$ cat src/rtl/ntt_ctrl_pkg.sv
// Shared FSM encoding and constants for the radix-8 NTT sequencer (radix8_ntt_ctrl, ntt_addr_gen).
// Optional feature macro used by the importers: NTT_CTRL_INTT_EN.
package ntt_ctrl_pkg;

  typedef enum logic [1:0] {
    IDLE,
    READ,
    DRAIN,
    DONE
  } state_t;

  localparam int unsigned PIPE_LAT_DEF = 4;

  // Address bits consumed by one radix-8 digit: stride 8^k is a shift by 3k.
  localparam int unsigned LOG8_BITS = 3;

  // Width of stage / stride-log fields; never narrower than 2 bits.
  function automatic int unsigned stage_w(input int unsigned s);
    int unsigned w;
    w = $clog2(s);
    return (w < 2) ? 2 : w;
  endfunction

endpackage

$ cat src/rtl/ntt_addr_gen.sv
// Combinational map from (group, stage, mode) to read base, stride log and twiddle index.
// NTT_CTRL_INTT_EN: when defined, mode=1 selects the small-to-large (INTT) stride order.
module ntt_addr_gen
  import ntt_ctrl_pkg::*;
#(
  parameter int unsigned S      = 3,
  parameter int unsigned ADDR_W = 9,
  localparam int unsigned SW    = stage_w(S),
  localparam int unsigned GW    = ADDR_W - 3
) (
  input  logic [GW-1:0]     g,
  input  logic [SW-1:0]     stage,
  input  logic              mode,
  output logic [ADDR_W-1:0] rd_base,
  output logic [SW-1:0]     rd_stride_log,
  output logic [GW-1:0]     tw_addr
);

  localparam logic [SW-1:0] S_LAST = SW'(S - 1);

  logic [7:0]    sh;
  logic [GW-1:0] mask;
  logic [GW-1:0] offset;
  logic [GW-1:0] block;

`ifdef NTT_CTRL_INTT_EN
  assign rd_stride_log = mode ? stage : S_LAST - stage;
`else
  logic unused_mode;
  assign unused_mode   = mode;
  assign rd_stride_log = S_LAST - stage;
`endif

  // Stride t = 2^sh: offset = g mod t, block = g / t, twiddle = offset * 8^(S-1) / t.
  always_comb begin
    sh      = 8'(rd_stride_log) * 8'(LOG8_BITS);
    mask    = (GW'(1) << sh) - GW'(1);
    offset  = g & mask;
    block   = g >> sh;
    rd_base = (ADDR_W'(block) << (sh + 8'(LOG8_BITS))) | ADDR_W'(offset);
    tw_addr = offset << (8'(LOG8_BITS * (S - 1)) - sh);
  end

endmodule

$ cat src/rtl/radix8_ntt_ctrl.sv
// Radix-8 NTT/INTT stage sequencer: group FSM, registered read-address issue, write-back delay line.
// NTT_CTRL_INTT_EN: when defined, mode is latched on start and drives select / INTT stride order.
module radix8_ntt_ctrl
  import ntt_ctrl_pkg::*;
#(
  parameter int unsigned N        = 512,
  parameter int unsigned S        = 3,
  parameter int unsigned ADDR_W   = 9,
  parameter int unsigned PIPE_LAT = PIPE_LAT_DEF,
  localparam int unsigned SW      = stage_w(S)
) (
  input  logic              clk,
  input  logic              rst_n,
  input  logic              start,
  input  logic              mode,
  output logic              busy,
  output logic              done,
  output logic              select,
  output logic              rd_en,
  output logic [ADDR_W-1:0] rd_base,
  output logic [SW-1:0]     rd_stride_log,
  output logic [ADDR_W-4:0] tw_addr,
  output logic              wr_en,
  output logic [ADDR_W-1:0] wr_base,
  output logic [SW-1:0]     stage
);

  localparam int unsigned   GW     = ADDR_W - 3;
  localparam logic [GW-1:0] G_LAST = GW'(N / 8 - 1);
  localparam logic [SW-1:0] S_LAST = SW'(S - 1);

  state_t                          state, state_n;
  logic [GW-1:0]                   g, g_n;
  logic [SW-1:0]                   stage_n;
  logic                            sel_n;
  logic                            mode_in;
  logic                            pending;
  logic [ADDR_W-1:0]               ag_base;
  logic [SW-1:0]                   ag_sl;
  logic [GW-1:0]                   ag_tw;
  logic [PIPE_LAT-1:0]             dl_v;
  logic [PIPE_LAT-1:0][ADDR_W-1:0] dl_b;

`ifdef NTT_CTRL_INTT_EN
  assign mode_in = mode;
`else
  logic unused_mode;
  assign unused_mode = mode;
  assign mode_in     = 1'b0;
`endif

  // Address map runs on next-state values so the read outputs can be plain registers.
  ntt_addr_gen #(
    .S      (S),
    .ADDR_W (ADDR_W)
  ) u_addr_gen (
    .g             (g_n),
    .stage         (stage_n),
    .mode          (sel_n),
    .rd_base       (ag_base),
    .rd_stride_log (ag_sl),
    .tw_addr       (ag_tw)
  );

  always_comb begin
    state_n = state;
    g_n     = g;
    stage_n = stage;
    sel_n   = select;
    // Writes still in flight after this cycle; the head entry lands now.
    pending = rd_en;
    for (int unsigned i = 0; i + 1 < PIPE_LAT; i++) begin
      pending = pending | dl_v[i];
    end
    case (state)
      IDLE: begin
        if (start) begin
          state_n = READ;
          g_n     = '0;
          stage_n = '0;
          sel_n   = mode_in;
        end
      end
      READ: begin
        g_n = g + GW'(1);
        if (g == G_LAST) state_n = DRAIN;
      end
      DRAIN: begin
        if (!pending) begin
          if (stage == S_LAST) begin
            state_n = DONE;
          end else begin
            state_n = READ;
            stage_n = stage + SW'(1);
          end
        end
      end
      DONE:    state_n = IDLE;
      default: state_n = IDLE;
    endcase
  end

  always_ff @(posedge clk) begin
    if (!rst_n) begin
      state         <= IDLE;
      g             <= '0;
      stage         <= '0;
      select        <= 1'b0;
      busy          <= 1'b0;
      done          <= 1'b0;
      rd_en         <= 1'b0;
      rd_base       <= '0;
      rd_stride_log <= '0;
      tw_addr       <= '0;
      dl_v          <= '0;
      dl_b          <= '0;
    end else begin
      state  <= state_n;
      g      <= g_n;
      stage  <= stage_n;
      select <= sel_n;
      busy   <= (state_n == READ) || (state_n == DRAIN);
      done   <= (state_n == DONE);
      rd_en  <= (state_n == READ);
      if (state_n == READ) begin
        rd_base       <= ag_base;
        rd_stride_log <= ag_sl;
        tw_addr       <= ag_tw;
      end
      dl_v[0] <= rd_en;
      dl_b[0] <= rd_base;
      for (int unsigned i = 1; i < PIPE_LAT; i++) begin
        dl_v[i] <= dl_v[i-1];
        dl_b[i] <= dl_b[i-1];
      end
    end
  end

  assign wr_en   = dl_v[PIPE_LAT-1];
  assign wr_base = dl_b[PIPE_LAT-1];

endmodule

$ cat config.mk
export PLATFORM = sky130hd
export DESIGN_NAME = radix8_ntt_ctrl
export DESIGN_NICKNAME = d
export VERILOG_FILES = /design/src/rtl/ntt_ctrl_pkg.sv /design/src/rtl/ntt_addr_gen.sv /design/src/rtl/radix8_ntt_ctrl.sv
export SDC_FILE = /design/constraint.sdc
export NUM_CORES = 1
export LEC_CHECK = 0
export ABC_AREA = 0
export BUFFER_PORTS_ARGS = -buffer_cell sky130_fd_sc_hd__clkbuf_2
export CAP_MARGIN = 20
export CORE_UTILIZATION = 59
export CTS_BUF_LIST = sky130_fd_sc_hd__clkbuf_4 sky130_fd_sc_hd__clkbuf_8
export DETAILED_ROUTE_END_ITERATION = 8
export PLACE_DENSITY = 0.88
export SLEW_MARGIN = 20
export SYNTH_ARGS = -nofsm -noshare
export SYNTH_HDL_FRONTEND = slang
export SYNTH_SLANG_ARGS = --single-unit
$ cat constraint.sdc
create_clock -name clk -period 2.8 [get_ports clk]
set_clock_uncertainty 0.05 [all_clocks]
set_input_delay 0.56 -clock clk [delete_from_list [all_inputs] [get_ports clk]]
set_output_delay 0.56 -clock clk [all_outputs]
set_load 0.1 [all_outputs]
=== After elaboration in Yosys (flattened, before gate mapping) ===
Index checks and enable logic that the tools add are counted.

* Add/sub/neg operators: 6
* Multiply operators: 1
* Divide/modulo/power cells: 0
* Magnitude comparators: 0
* Equality and inequality tests: 8
* Shifts and indexed selects: 4
* Multiplexer cells: 11
* Bitwise gates (word level): 5
* Reductions and logical operators: 2

{| class="wikitable"
|+ Operator list
! kind !! number
|-
| 2-bit 2-to-1 mux || 7
|-
| 6-bit one-hot mux with 2 select lines || 1
|-
| 2-bit equality test (second input constant) || 5
|-
| 9-bit by 6-bit OR with 9-bit output || 1
|-
| 6-bit by 8-bit << shifter with 9-bit output || 1
|-
| 2-bit one-hot mux with 4 select lines || 1
|-
| 6-bit by 8-bit << shifter with 6-bit output || 1
|-
| 6-bit by 1-bit adder with 6-bit output (second input constant) || 1
|-
| 6-bit AND || 1
|-
| 6-bit equality test (second input constant) || 1
|-
| 6-bit 2-to-1 mux || 1
|-
| 1-bit by 4-bit << shifter with 6-bit output (first input constant) || 1
|-
| 6-bit by 4-bit right shift with 6-bit output || 1
|-
| 6-bit by 2-bit subtractor with 6-bit output (second input constant) || 1
|-
| 4-bit by 2-bit adder with 5-bit output (second input constant) || 1
|-
| 3-bit by 4-bit subtractor with 5-bit output (first input constant) || 1
|-
| 2-bit by 1-bit equality test with 1-bit output (second input constant) || 2
|-
| 2-bit by 2-bit multiplier with 4-bit output (second input constant) || 1
|-
| 2-bit one-hot mux with 2 select lines || 1
|-
| 1-bit OR || 3
|-
| 2-bit by 1-bit adder with 2-bit output (second input constant) || 1
|-
| 2-bit logical NOT || 1
|-
| 2-bit subtractor (first input constant) || 1
|-
| 1-bit logical OR || 1
|}

* Bits in registers: 70
* Latch bits: 0
* Memory bits (writable): 0
* Bits in read-only memories: 0
* Input port bits: 4
* Output and inout bits: 33
* Word-level logic and storage cells: 51
* Memories: 0

=== Depth between registers and ports, before layout ===
Gate-level depths: netlist of run 1.

* Depth after elaboration: 11
* Gate-level depth with buffers: 13
* Gate-level depth less buffers: 11

=== Modules after synthesis ===
From an unflattened synthesis of run 1, not the netlist that was laid out.

* Cell total of the unflattened synthesis: 302
* Area total of the unflattened synthesis: 2971.6 um^2

{| class="wikitable"
|+ By module, submodules not included
! module !! instances !! cells each !! area an instance (um^2) !! seq. area each (um^2)
|-
| radix8_ntt_ctrl || 1 || 236 || 2464.9 || 1421.4
|-
| ntt_addr_gen || 1 || 66 || 506.7 || 0.0
|}

=== Worst setup path before layout of run 1 ===
Ideal clock, no wire load.

* Path type: reg-to-reg
* From: reg stage[0]
* To: reg tw_addr[5]
* Library setup time: 119 ps
* Arrival time: 3109 ps
* Required time: 2631 ps
* Slack: -478 ps
* Stages on the path, launching flop included: 12
* Buffers on the path: 2
* Period minus slack after synthesis: 3278 ps
* Cells stage by stage: dfxtp_1 inv_1 ha_1 and3_1 a21oi_4 inv_2 buf_2 ha_1 clkbuf_1 o311a_1 nor3_1 o221a_1

* Longest elaborated chain between the ends: 10
* Elaborated cells on any way between the ends: 17
* Those cells by class: add/sub: 4; mul: 1; eq/ne: 2; shift: 2; mux: 7; bitwise: 1

{| class="wikitable"
|+ Ends and longest elaborated chain
! what !! line !! RTL
|-
| start: declaration || radix8_ntt_ctrl.sv:25 || <nowiki>output logic [SW-1:0] stage</nowiki>
|-
| start signal: assignment || radix8_ntt_ctrl.sv:120 || <nowiki>stage <= stage_n;</nowiki>
|-
| 2-bit by 1-bit adder with 2-bit output / 2-bit equality test (equally long branches) || radix8_ntt_ctrl.sv:94, radix8_ntt_ctrl.sv:90 ||
|-
| 2-bit 2-to-1 mux || radix8_ntt_ctrl.sv:90 || <nowiki>if (stage == S_LAST) begin</nowiki>
|-
| 2-bit 2-to-1 mux || radix8_ntt_ctrl.sv:89 || <nowiki>if (!pending) begin</nowiki>
|-
| 2-bit one-hot mux with 2 select lines (*) || radix8_ntt_ctrl.sv:75 || <nowiki>case (state)</nowiki>
|-
| 2-bit subtractor (*) || ntt_addr_gen.sv:31 || <nowiki>assign rd_stride_log = S_LAST - stage;</nowiki>
|-
| net ag_sl[0] || radix8_ntt_ctrl.sv:39 || <nowiki>logic [SW-1:0] ag_sl;</nowiki>
|-
| 2-bit by 2-bit multiplier with 4-bit output (*) || ntt_addr_gen.sv:36 || <nowiki>sh = 8'(rd_stride_log) * 8'(LOG8_BITS);</nowiki>
|-
| 1-bit by 4-bit << shifter with 6-bit output || ntt_addr_gen.sv:37 || <nowiki>mask = (GW'(1) << sh) - GW'(1);</nowiki>
|-
| 6-bit by 2-bit subtractor with 6-bit output || ntt_addr_gen.sv:37 ||
|-
| 6-bit AND || ntt_addr_gen.sv:38 || <nowiki>offset = g & mask;</nowiki>
|-
| 6-bit by 8-bit << shifter with 6-bit output (*) || ntt_addr_gen.sv:41 || <nowiki>tw_addr = offset << (8'(LOG8_BITS * (S - 1)) - sh);</nowiki>
|-
| end signal: assignment || radix8_ntt_ctrl.sv:128 || <nowiki>tw_addr <= ag_tw;</nowiki>
|-
| end: declaration || radix8_ntt_ctrl.sv:22 || <nowiki>output logic [ADDR_W-4:0] tw_addr,</nowiki>
|}

The timed path passes the listed nets; every way through them passes the cells marked *.
A chain may end at the register's enable or synchronous reset.

=== Worst setup path in the final report of run 1 ===
* From: reg dl_v[1]
* To: reg tw_addr[5]

* Longest elaborated chain between the ends: 10
* Elaborated cells on any way between the ends: 14
* Those cells by class: add/sub: 3; mul: 1; eq/ne: 1; shift: 2; mux: 4; bitwise: 3

{| class="wikitable"
|+ Ends and longest elaborated chain
! what !! line !! RTL
|-
| start: declaration || radix8_ntt_ctrl.sv:41 || <nowiki>logic [PIPE_LAT-1:0] dl_v;</nowiki>
|-
| start signal: indexed assignment || radix8_ntt_ctrl.sv:133 || <nowiki>dl_v[i] <= dl_v[i-1];</nowiki>
|-
| 1-bit OR (*) (2 in series) || radix8_ntt_ctrl.sv:73 || <nowiki>pending = pending | dl_v[i];</nowiki>
|-
| 2-bit 2-to-1 mux || radix8_ntt_ctrl.sv:89 ||
|-
| 2-bit one-hot mux with 2 select lines || radix8_ntt_ctrl.sv:75 ||
|-
| 2-bit subtractor || ntt_addr_gen.sv:31 ||
|-
| 2-bit by 2-bit multiplier with 4-bit output || ntt_addr_gen.sv:36 ||
|-
| 1-bit by 4-bit << shifter with 6-bit output || ntt_addr_gen.sv:37 ||
|-
| 6-bit by 2-bit subtractor with 6-bit output || ntt_addr_gen.sv:37 ||
|-
| 6-bit AND || ntt_addr_gen.sv:38 ||
|-
| 6-bit by 8-bit << shifter with 6-bit output || ntt_addr_gen.sv:41 ||
|}

Every way passes the cells marked *; elsewhere a longest branch is shown, timed or not.

==> summary.md, run 1 <==
| Metric | Value |
|---|---|
| PD cells | approximately 640 nW/um^2 |
| First-pass GRT wire length | slightly below 9 mm |
| CP Capture Type | flip-flop |
| Dpl hpwl | 3.62 mm |
| Type of the worst min-delay path | reg -> reg |
| EDFF count, synth | 0 |
| Final #Nets | between 300 and 400 |
| Via count | 2093 |
| I/O Buffers | 34 |
| Commonest non-fill, non-tap cell in the layout | dfxtp_1 |
| Register area share after synthesis | 0.487 |
| Antenna violations before repair | 0 |
| Area Overhead vs Synth | 14.5% |
| Total GRT Usage | 0.232 |
| Run status | finished, final reports clean |
| Crit path time final | 2.62 ns |
| FF-to-FF setup slack | between 0.15 and 0.2 ns |
| Starting Density | 0.609 |
| CP required | 3.04 ns |
| Synth async-reset ratio | 0 |
| Most frequent cells in the layout | 67 x dfxtp_1, 46 x and2_1, 34 x clkbuf_2 |
| Via/cell ratio | approximately 5.3 |
| WL/cell | between 10 and 15 um |
| Global Route met1 Usage | 0.284 |
| Total global routing overflow | 0 |
| Synthesized area per cell | just under 10 sq um |
| Fmax | around 380 MHz |
| Post-DP Area | around 3100 sq um |
| Root buffer cell | clkbuf_8 |
| Number of global-route vias before repair | roughly 2000 |
| CTS Sinks | 70 |
| Hold Violations, Final | 0 |
| GR peak layer | met2 |
| CTS H-tree lvls | 3 |
| N_diodes | 0 |
| Worst Path Arrival | approximately 2.9 ns |
| Clock Latency Late Sink | 0.34 ns |
| Post-route ant nets | 0 |
| CTS Buffer Depth | 2 |
| Crit path cell chain | nor4_4 -> o21ai_1 -> a21o_1 -> ha_1 -> buf_4 -> o311a_1 -> nor3_1 -> o221a_1 |
| Io pins | 37 |
| Post-CTS Setup Bufs | 0 |
| Crit-path slowest cell | nor4_4 |
| Startpoint types | flip-flop |
| WS Path Type | reg -> reg |
| Cts bufs inserted | 9 |
| Max Fanout on Critical Path | 9 |
| Top_reg_cell synth | dfxtp_1 |
| Clock slew at reported path FFs | roughly 0.080 ns |
| Fraction of layout cells with a size suffix above 1 | 0.229 |
| Critical Path Max Stage Delay | about 0.37 ns |
| Syn Std Cell Area | 2880 sq um |
| Post-route cell area | about 3300 sq um |
| DIE AREA | 5160 sq um |
| Die Y | between 70 and 80 um |
| Pleak | 1.43 nW |
| Met3 GRT Util | 0.0717 |
| Fin cells | 394 |
| Synthesis warning total | 0 |
| Worst-Margin Slew | about 0.66 ns |
| Core area | about 4700 sq um |
| Detailed Route Iter0 Violations | approximately 130 |
| Register bit total from synthesis | 70 |
| Peak VDD IR | about 0.00040 V |
| Slew margin rel. | 0.560 |
| First-pass iteration count of the detailed router | 4 |
| Number of remaining DRC errors | 0 |
| Period utilization | 0.934 |
| MaxCap Viol Count | 0 |
| Count of cell types in the netlist | 54 |
| Placed cell count | 378 |
| DIE WIDTH | approximately 70 um |
| CTS tree | done |
| Synth Net Count | roughly 300 |
| Post-Synthesis Cells | ~290 |
| Cell row count | 25 |
| Detailed Route WL | between 5 and 6 mm |
| Largest net degree at the start of global routing | 64 |
| Slew Limit Fails | 0 |
| Gpl congestion | around 0.84 |
| Util after Layout | 0.698 |
| M2 GR Usage | 0.364 |
| Finish-stage setup viols | 0 |
power by group:
group | switching [W] | internal [W] | total, W
combinational | 0.000147 | 0.0000438 | 0.000191
clock | 0.000392 | 0.000505 | 0.000896
sequential | 0.0000138 | 0.00101 | 0.00103
total | 0.000552 | 0.00156 | 0.00211
cells in the mapped netlist, types with 6 or more instances:
library cell	instances	share of area
nor2b_1	12	0.026
nor2_1	12	0.016
dfxtp_1	70	0.49
nand2_1	18	0.023
buf_4	11	0.029
mux2i_1	9	0.031
ha_1	10	0.043
and2_1	46	0.10
inv_1	7	0.0091
o21ai_0	6	0.010
nor3_1	7	0.012
clkbuf_1	11	0.014
critical path: cells and delay by family, from the launching register on:
| kind | cells | cell delay, ns |
|---|---|---|
| simple gates | 2 | 0.57 |
| compound gates | 4 | 1.08 |
| fa+ha+maj | 1 | 0.34 |
| flops | 1 | 0.33 |
| buf+inv | 1 | 0.19 |
logic make-up after synthesis:
family,share of synthesized area
buf+inv,0.0652
fa+ha+maj,0.0435
simple gates,0.239
mux,0.0391
xor+xnor,0.00304
other cells,0.00130
flops,0.487
compound gates,0.122
metal layers:
layer  vias up  wire [um]
li1       1052          -
met1       964       2470
met2        66       2610
met3        11        272
met4         0        114
met5         -          0
state kept, by name (all words and copies together) (netlist names), 4 cells and up:
signal	flops
dl_b	27
dl_v	4
g	6
rd_base	9
tw_addr	6
wr_base	9
timing repair:
action,in CTS,in global routing
setup endpoints to repair,0,3
hold buffers,0,0
resized for setup,0,1
layout make-up:
| class | instances | area (sq um) |
|---|---|---|
| repair buffers | 45 | 253 |
| clock inverters | 7 | 96.3 |
| flip-flops and latches | 70 | 1410 |
| multi-input cells | 186 | 1290 |
| fillers | 369 | 1430 |
| well taps | 67 | 83.8 |
| clock buffers | 9 | 124 |
| inverters | 10 | 37.5 |
per-stage QoR:
stage               hold slack, ns  setup TNS (ns)  total power, W  setup WS (ns)
global route                 0.397        -0.00964         0.00218       -0.00487
global placement             0.363               0         0.00123          0.193
detailed placement           0.368               0         0.00124          0.150
finish                       0.383               0         0.00211          0.184
CTS                          0.385               0         0.00213          0.240
floorplan                    0.362               0         0.00120         0.0511
path summary, 6_finish.rpt:
check | from | to | cells past startpoint
worst max-delay path | dl_v[1] | tw_addr[5] | 8
worst max register to register | dl_v[1] | tw_addr[5] | 8
worst min register to register | dl_b[2] | dl_b[11] | 1
worst min-delay path | dl_b[2] | dl_b[11] | 1
Power figures use the tool's default switching activity.
==> inputs of run 2 (changes only) <==
--- a/config.mk
+++ b/config.mk
@@ -12,6 +12,7 @@
 export CTS_BUF_LIST = sky130_fd_sc_hd__clkbuf_4 sky130_fd_sc_hd__clkbuf_8
 export DETAILED_ROUTE_END_ITERATION = 8
 export PLACE_DENSITY = 0.88
+export RECOVER_POWER = 50
 export SLEW_MARGIN = 20
 export SYNTH_ARGS = -nofsm -noshare
 export SYNTH_HDL_FRONTEND = slang
==> run 2 against run 1 <==
Sequential share of layout area increased by 0.098 points. Worst hold slack barely moved. Non-clock buffer count stayed put. Register-to-register slack improved by 0.04 ns. Clock-buffer cell count is the same. Fmax up 1.7%. Via count grew 0.38%. Sequential power about the same. Worst setup slack better by 0.043 ns.
==> summary.md, run 2 (synthesis gave the netlist of run 1 again) <==
| Metric | Value |
|---|---|
| Run status | finished, final reports clean |
| Crit path cell chain | nor4_4 -> o21ai_1 -> a21o_1 -> ha_1 -> buf_4 -> o21ai_0 -> a221oi_1 -> nor2_1 |
| Max FFs per register | 27 |
| Area Overhead vs Synth | 14.3% |
| CP required | 2.98 ns |
| Max Fanout on Critical Path | 8 |
| CTS Sinks | 70 |
| Cell row count | 25 |
| Detailed Route Iter0 Violations | 91 |
| Total GRT Usage | 0.232 |
| Fraction of layout cells with a size suffix above 1 | 0.220 |
| I/O Buffers | 34 |
| CP Launch Point | dl_v[1] |
| # fillers | roughly 370 |
| CTS tree | done |
| Placed cell count | approximately 380 |
| Antenna violations before repair | 0 |
| Peak VDD IR | approximately 0.00040 V |
| WS Path Type | reg -> reg |
| Hold Path Cell Cnt | 1 |
| Worst Path Arrival | between 2 and 3 ns |
| Type of the worst min-delay path | reg -> reg |
| Startpoint types | flip-flop |
| Dpl hpwl | around 3.6 mm |
| First-pass iteration count of the detailed router | 5 |
| Via count | 2101 |
| Period utilization | 0.919 |
| N_diodes | 0 |
| Critical path capture point | rd_base[3] |
| MaxCap Viol Count | 0 |
| Worst-Margin Slew | 1.16 ns |
| Die Y | 71.8 um |
| Total global routing overflow | 0 |
| Number of remaining DRC errors | 0 |
| DIE AREA | 5160 sq um |
| Crit path time final | around 2.6 ns |
| Multi-input logic area | 1290 sq um |
| CTS Buffer Depth | 2 |
| First-pass GRT wire length | a little under 9 mm |
| Final #Nets | ~340 |
| Fmax | between 300 and 400 MHz |
| Clock slew at reported path FFs | around 0.080 ns |
| Crit-path slowest cell | ha_1 |
| Gpl congestion | 0.836 |
| Number of global-route vias before repair | 1968 |
| Clock Latency Late Sink | approximately 0.34 ns |
| Worst reg2reg endpoint | rd_base[3] |
| Reg area | 1410 sq um |
| Post-route cell area | ~3300 sq um |
| Fin cells | 394 |
| Slew Limit Fails | 0 |
| Detailed Route WL | between 5 and 6 mm |
| Largest net degree at the start of global routing | 64 |
| FF-to-FF setup slack | ~0.23 ns |
| Slew margin rel. | 0.232 |
| Critical Path Max Stage Delay | 0.46 ns |
| Biggest register | dl_b |
| WL/cell | ~14 um |
| Pleak | roughly 1.4 nW |
| Post-route ant nets | 0 |
| Post-DP Area | roughly 3100 sq um |
| Most frequent cells in the layout | 67 x dfxtp_1, 38 x and2_1, 32 x clkbuf_2 |
| Via/cell ratio | ~5.3 |
| Cts bufs inserted | 9 |
| Starting Density | 0.609 |
| Commonest non-fill, non-tap cell in the layout | dfxtp_1 |
| Finish-stage setup viols | 0 |
| CP Capture Type | flip-flop |
| Hold Violations, Final | 0 |
| R2R Path Start | dl_v[1] |
| Core area | around 4700 sq um |
| Io pins | 37 |
| DIE WIDTH | ~70 um |
| Worst r2r path cells | 8 |
| CTS H-tree lvls | 3 |
| Root buffer cell | clkbuf_8 |
| PD cells | about 640 nW/um^2 |
run 2: how the worst min path moves through the flow:
stage / startpoint / to / slack (ns)
after floorplan: dl_b[1] / dl_b[10] / 0.36
after global placement: dl_b[22] / wr_base[4] / 0.36
after detailed placement: dl_b[2] / dl_b[11] / 0.37
after CTS: dl_b[2] / dl_b[11] / 0.38
after global routing: dl_b[25] / wr_base[7] / 0.40
final: dl_b[2] / dl_b[11] / 0.38
run 2: final cells by class:
type                    count  area share
clock inverters             7      0.0293
multi-input cells         186       0.391
well taps                  67      0.0255
repair buffers             45      0.0761
clock buffers               9      0.0377
flip-flops and latches     70       0.429
inverters                  10      0.0114
run 2: timing repair:
item | CTS | global route
setup buffers | 0 | 0
gates resized for setup | 0 | 1
endpoints found under the setup margin | 0 | 3
hold buffers | 0 | 0
run 2: where the power goes:
group          switching [W]  internal [W]
Combinational       0.000147     0.0000431
Clock               0.000392      0.000504
Sequential         0.0000137       0.00101
Total               0.000552       0.00156
run 2: stage by stage:
step                      hold slack, ns   TNS, ns  setup WS [ns]  total power [W]  utilization
after floorplan                    0.362         0         0.0511          0.00120            -
after global placement             0.363         0          0.193          0.00123        0.651
after detailed placement           0.368         0          0.150          0.00124        0.651
after CTS                          0.385         0          0.240          0.00213        0.697
after global routing               0.397  -0.00964       -0.00487          0.00218        0.696
final                              0.383         0          0.227          0.00211        0.696
run 2: metal layers:
metal,part of all wire,vias up,global-route usage,wire (um)
li1,-,1050,-,-
met1,0.45,961,0.284,2440
met2,0.47,73,0.364,2580
met3,0.052,17,0.0717,281
met4,0.024,0,0.126,128
met5,0,-,0,0
run 2: critical path, delay by kind of cell (launching register included):
kind	cells	cell delay (ns)
AOI/OAI and AO/OA	4	0.96
and+or+nand+nor	2	0.45
buffers and inverters	1	0.20
DFF	1	0.33
adders and majority gates	1	0.46
